**config.mk**
```make
export PLATFORM = sky130hd
export DESIGN_NAME = sync_fifo_burst_reader
export DESIGN_NICKNAME = d
export VERILOG_FILES = /design/src/rtl/sync_fifo_burst_reader.sv
export SDC_FILE = /design/constraint.sdc
export NUM_CORES = 1
export LEC_CHECK = 0
export ABC_AREA = 0
export CAP_MARGIN = 15
export CELL_PAD_IN_SITES_DETAIL_PLACEMENT = 0
export CELL_PAD_IN_SITES_GLOBAL_PLACEMENT = 1
export CORE_MARGIN = 1.5
export CORE_UTILIZATION = 42
export DETAILED_ROUTE_END_ITERATION = 10
export GPL_ROUTABILITY_DRIVEN = 0
export HOLD_SLACK_MARGIN = 0.03
export PLACE_DENSITY_LB_ADDON = 0.2
export SETUP_SLACK_MARGIN = 0.4
export SYNTH_ARGS = -nofsm -noshare
export SYNTH_HDL_FRONTEND = slang
export SYNTH_SLANG_ARGS = --single-unit
```
**constraint.sdc**
```tcl
create_clock -name fifo_clk -period 4.75 [get_ports fifo_clk]
set_clock_uncertainty 0.2 [all_clocks]
set_input_delay 0.95 -clock fifo_clk [delete_from_list [all_inputs] [get_ports fifo_clk]]
set_output_delay 0.95 -clock fifo_clk [all_outputs]
set_load 0.01 [all_outputs]
```
**src/rtl/sync_fifo_burst_reader.sv**
```systemverilog
// Read-side burst controller for the synchronous FIFO: issues bursts of reads, absorbs the
// 1-cycle read latency in a 2-entry skid buffer and emits a valid/ready stream with a last marker.
// Optional feature macro: BURST_TIMEOUT_EN (auto partial burst after TIMEOUT_CYC idle cycles).
module sync_fifo_burst_reader #(
  parameter int FIFO_PTR    = 4,
  parameter int FIFO_WIDTH  = 8,
  parameter int BURST_LEN   = 8,
  parameter int TIMEOUT_CYC = 64
) (
  input  logic                  fifo_clk,
  input  logic                  fifo_rstb,
  input  logic [FIFO_PTR:0]     fifo_data_avail,
  input  logic                  fifo_empty,
  input  logic [FIFO_WIDTH-1:0] fifo_rddata,
  output logic                  fifo_rden,
  input  logic                  flush_req,
  output logic                  out_valid,
  input  logic                  out_ready,
  output logic [FIFO_WIDTH-1:0] out_data,
  output logic                  out_last,
  output logic                  busy
);

  localparam logic [FIFO_PTR:0] BURST_LEN_W = (FIFO_PTR+1)'(BURST_LEN);
  localparam logic [FIFO_PTR:0] ONE_W       = (FIFO_PTR+1)'(1);

  typedef enum logic [1:0] {
    IDLE      = 2'd0,
    RD_BURST  = 2'd1,
    WAIT_LAST = 2'd2
  } state_t;

  state_t                          state_q, state_d;
  logic [FIFO_PTR:0]               beats_left_q, beats_left_d;
  logic                            inflight_q, inflight_last_q;
  logic [1:0]                      buf_count_q, buf_count_d;
  logic [1:0][FIFO_WIDTH-1:0]      buf_data_q, buf_data_d;
  logic [1:0]                      buf_last_q, buf_last_d;
  logic                            pop;
  logic                            push;
  logic [1:0]                      wr_slot;
  logic [2:0]                      occupancy;
  logic                            timeout_hit;

  assign pop       = out_valid && out_ready;
  assign push      = inflight_q;
  assign occupancy = {1'b0, buf_count_q} + {2'b00, inflight_q} - {2'b00, pop};

  assign out_valid = (buf_count_q != 2'd0);
  assign out_data  = buf_data_q[0];
  assign out_last  = buf_last_q[0];
  assign busy      = (state_q != IDLE);

`ifdef BURST_TIMEOUT_EN
  localparam int TW = $clog2(TIMEOUT_CYC) + 1;
  localparam logic [TW-1:0] TIMEOUT_W = TW'(TIMEOUT_CYC);

  logic [TW-1:0] idle_cnt_q, idle_cnt_d;

  assign timeout_hit = (idle_cnt_q == TIMEOUT_W);

  always_comb begin
    idle_cnt_d = idle_cnt_q;
    if (state_q != IDLE || fifo_data_avail == '0) begin
      idle_cnt_d = '0;
    end else if (fifo_data_avail < BURST_LEN_W && !timeout_hit) begin
      idle_cnt_d = idle_cnt_q + 1'b1;
    end
  end

  always_ff @(posedge fifo_clk or negedge fifo_rstb) begin
    if (!fifo_rstb) idle_cnt_q <= '0;
    else            idle_cnt_q <= idle_cnt_d;
  end
`else
  assign timeout_hit = 1'b0;
`endif

  always_comb begin
    state_d      = state_q;
    beats_left_d = beats_left_q;
    fifo_rden    = 1'b0;
    case (state_q)
      IDLE: begin
        if (fifo_data_avail >= BURST_LEN_W) begin
          state_d      = RD_BURST;
          beats_left_d = BURST_LEN_W;
        end else if ((flush_req || timeout_hit) && !fifo_empty && fifo_data_avail != '0) begin
          state_d      = RD_BURST;
          beats_left_d = fifo_data_avail;
        end
      end
      RD_BURST: begin
        // Count the beat already in flight so the skid buffer can never be overrun.
        fifo_rden = (beats_left_q != '0) && !fifo_empty && (occupancy < 3'd2);
        if (fifo_rden) begin
          beats_left_d = beats_left_q - ONE_W;
          if (beats_left_q == ONE_W) state_d = WAIT_LAST;
        end
      end
      WAIT_LAST: begin
        if (!inflight_q) state_d = IDLE;
      end
      default: state_d = IDLE;
    endcase
  end

  // Head is always slot 0; a new beat lands just behind whatever survives this cycle's pop.
  assign wr_slot = buf_count_q - {1'b0, pop};

  always_comb begin
    buf_data_d  = buf_data_q;
    buf_last_d  = buf_last_q;
    buf_count_d = buf_count_q + {1'b0, push} - {1'b0, pop};
    if (pop) begin
      buf_data_d[0] = buf_data_q[1];
      buf_last_d[0] = buf_last_q[1];
    end
    if (push) begin
      buf_data_d[wr_slot[0]] = fifo_rddata;
      buf_last_d[wr_slot[0]] = inflight_last_q;
    end
  end

  always_ff @(posedge fifo_clk or negedge fifo_rstb) begin
    if (!fifo_rstb) begin
      state_q         <= IDLE;
      beats_left_q    <= '0;
      inflight_q      <= 1'b0;
      inflight_last_q <= 1'b0;
      buf_count_q     <= '0;
      buf_data_q      <= '0;
      buf_last_q      <= '0;
    end else begin
      state_q         <= state_d;
      beats_left_q    <= beats_left_d;
      inflight_q      <= fifo_rden;
      inflight_last_q <= fifo_rden && (beats_left_q == ONE_W);
      buf_count_q     <= buf_count_d;
      buf_data_q      <= buf_data_d;
      buf_last_q      <= buf_last_d;
    end
  end

  a_no_underflow: assert property (@(posedge fifo_clk) disable iff (!fifo_rstb)
    !(fifo_rden && fifo_empty));

  a_skid_bound: assert property (@(posedge fifo_clk) disable iff (!fifo_rstb)
    ({1'b0, buf_count_q} + {2'b00, inflight_q}) <= 3'd2);

endmodule

```
==> metrics.txt <==
FF-to-FF setup slack=1870 ps; CTS clk-pin slew, worst paths=90 ps; relative slew slack=0.467; number of buffers added on ports=29; Final Max Slew Viols=0; # DRC=0; leak pwr=0.889 nW; most common cell after layout, fill and taps aside=dfrtp_1; critical path's slowest cell=clkdlybuf4s50_1; Hold Path Sink=buf_data_q[9]$_DFFE_PN0P_; HP Class=flip-flop to flip-flop; Vias=1,116; GRT Util Overall=0.172; WHS Path Cells=1; actual slew at the worst max-slew pin=797 ps; Starting Density=0.443; Final Hold Viols=0; HPWL after DPL=2.22 mm; # IOs=30; peak supply drop=0.268 mV; ys async rst share=1.00; leading area contributor after synthesis=dfrtp_1; total of max-cap violations=0; hold bufs inserted after CTS=0; Crit Path Class=primary input to output port; Ant. Diodes=0; drt pass-1 iters=4; Synth area leaders=dfrtp_1 (48%), mux2_2 (6.8%), mux2i_1 (6.7%), a21oi_1 (6.0%), ha_1 (4.2%); number of flops mapped to enable cells by yosys=0; largest net degree at the start of global routing=26; Mean Syn Cell Area=11.0 sq um; status=complete, no violations; Post-DRT Antenna Nets=0; number of distinct library cells after synthesis=35; ys flop type=dfrtp_1; CTS buffer count=5; initial antenna violation count=0; CTS Sinks=29; core area=3390 sq um; Startpoint Class=primary input; startpoint of the worst register-to-register path=buf_count_q[0]$_DFF_PN0_; H-tree Lvls=2; Worst Hold Launch=buf_data_q[9]$_DFFE_PN0P_; minimum clock period=4220 ps; die area=3940 sq um; post-synth top area share=0.484; Final setup viols=0; vias in the first global route=1,156; Clock Path Buffers=2; global-route wire length before repair=5.24 mm; Layout area overhead=27.0%; nets@finish=192; CP required=3600 ps; Wirelength per Cell=13.8 um; Die H=62.8 um; Fin Setup TNS=0 ps; crit-path max cell delay=500 ps; final design utilization=0.562; crit path capture type=output port; worst reg2reg endpoint=state_q[0]$_DFFE_PN0P_; Starting DRT DRC Count=29; crit path DAT=3070 ps; WL final=2.98 mm; Cells after Synth=137; synth warn=0; Pwr Density=535 nW/um^2; Overflow after GRT=0; CTS tree=built; post-CTS setup buffer count=0; syn nets=161; Post-Syn Area=1500 sq um; commonest cells after routing, fill and taps aside=dfrtp_1 (29), clkdlybuf4s50_1 (28), a21oi_1 (18), nor2_1 (14), mux2i_1 (10); period utilisation layout=0.888; largest fanout on the critical path=3; Setup WS post-layout=533 ps; Clock Latency Late Sink=320 ps; Die X=62.8 um; worst r2r path cells=9; flops & latches, synth=29; num rows=21; vias per cell=5.19; CP cell instances=clkdlybuf4s50_1, nand3b_1, o21ai_0, ha_1, fa_1, or2_1, nor4_4, clkbuf_2; share of layout cells above drive strength 1=0.201; RSZ-0062 raised after global routing=false; Root Buffer Master=clkbuf_4; Seq/Total Area, Yosys=0.484; Peak Freq=237 MHz; worst slack at placement=77.9 ps
-- synthesized netlist by cell type (2+ instances only) --
library cell,n
ha_1,5
or2_2,2
inv_1,6
clkbuf_1,2
buf_4,8
nor4_1,2
nor2_1,14
mux2i_1,10
dfrtp_1,29
nand2_1,3
o22ai_2,2
a21oi_1,18
mux2_2,9
nand2b_1,2
a31oi_1,3
nor3_1,3
-- report_power, final --
part	internal, W	switching (W)
clock network	0.0000557	0.0000859
registers	0.000347	0.0000650
logic	0.000249	0.000216
total	0.000652	0.000367
-- kinds of logic (layout without fill, tap and decap cells) --
family | count (synthesis) | in the layout | synth area share
AO/OA/AOI/OAI | 30 | 30 | 0.129
XOR/XNOR | 1 | 1 | 0.00584
adder cells (fa/ha/maj) | 6 | 6 | 0.0550
buffers and inverters | 17 | 49 | 0.0634
flip-flops | 29 | 29 | 0.484
multiplexers | 19 | 19 | 0.134
AND/OR/NAND/NOR | 35 | 35 | 0.128
-- how the worst max path moves through the flow --
| stage | slack [ps] | startpoint | cells after the start | endpoint |
|---|---|---|---|---|
| after floorplan | 970 | out_ready | 6 | fifo_rden |
| final | 530 | out_ready | 8 | fifo_rden |
| after detailed placement | 80 | out_ready | 8 | fifo_rden |
| after global routing | 410 | out_ready | 8 | fifo_rden |
| after global placement | 120 | out_ready | 8 | fifo_rden |
| after CTS | 410 | out_ready | 8 | fifo_rden |
-- worst max-delay path: cells and delay by family --
kind | cells | cell delay (ps)
compound gates | 1 | 140
fa+ha+maj | 2 | 650
buf+inv | 2 | 680
simple gates | 3 | 650
-- routing by layer --
layer,track usage,up-vias,wire length [um]
li1,-,539,-
met1,0.199,540,1220
met3,0.0396,2,131
met2,0.308,35,1600
met4,0.0667,0,17
met5,0,-,0
-- state kept, by name (all words and copies together), names as in the netlist --
| register | cells |
|---|---|
| out_data | 8 |
| buf_last_q | 2 |
| beats_left_q | 5 |
| buf_count_q | 2 |
| inflight_q | 1 |
| inflight_last_q | 1 |
| buf_data_q | 8 |
| state_q | 2 |
-- per-stage QoR --
step,power (W),hold slack (ps),instance area (sq um),cells
floorplan,0.000735,280,1500,137
global placement,0.000855,288,1810,206
detailed placement,0.000878,300,1810,206
CTS,0.00103,323,1870,214
global route,0.00111,338,1910,215
finish,0.00102,315,1910,215
-- timing repair --
| action | CTS | global route |
|---|---|---|
| gates resized for setup | 3 | 2 |
| endpoints found under the hold margin | 0 | 0 |
| setup endpoints to repair | 1 | 1 |
-- layout make-up --
| class | instances | area, sq um |
|---|---|---|
| Multi-Input combinational cell | 91 | 694 |
| Fill cell | 317 | 1480 |
| Inverter | 6 | 22.5 |
| Clock buffer | 5 | 37.5 |
| Timing Repair Buffer | 35 | 350 |
| Clock inverter | 3 | 17.5 |
| Tap cell | 46 | 57.6 |
| Sequential cell | 29 | 726 |
No activity file was read; power rests on OpenSTA's default activity.
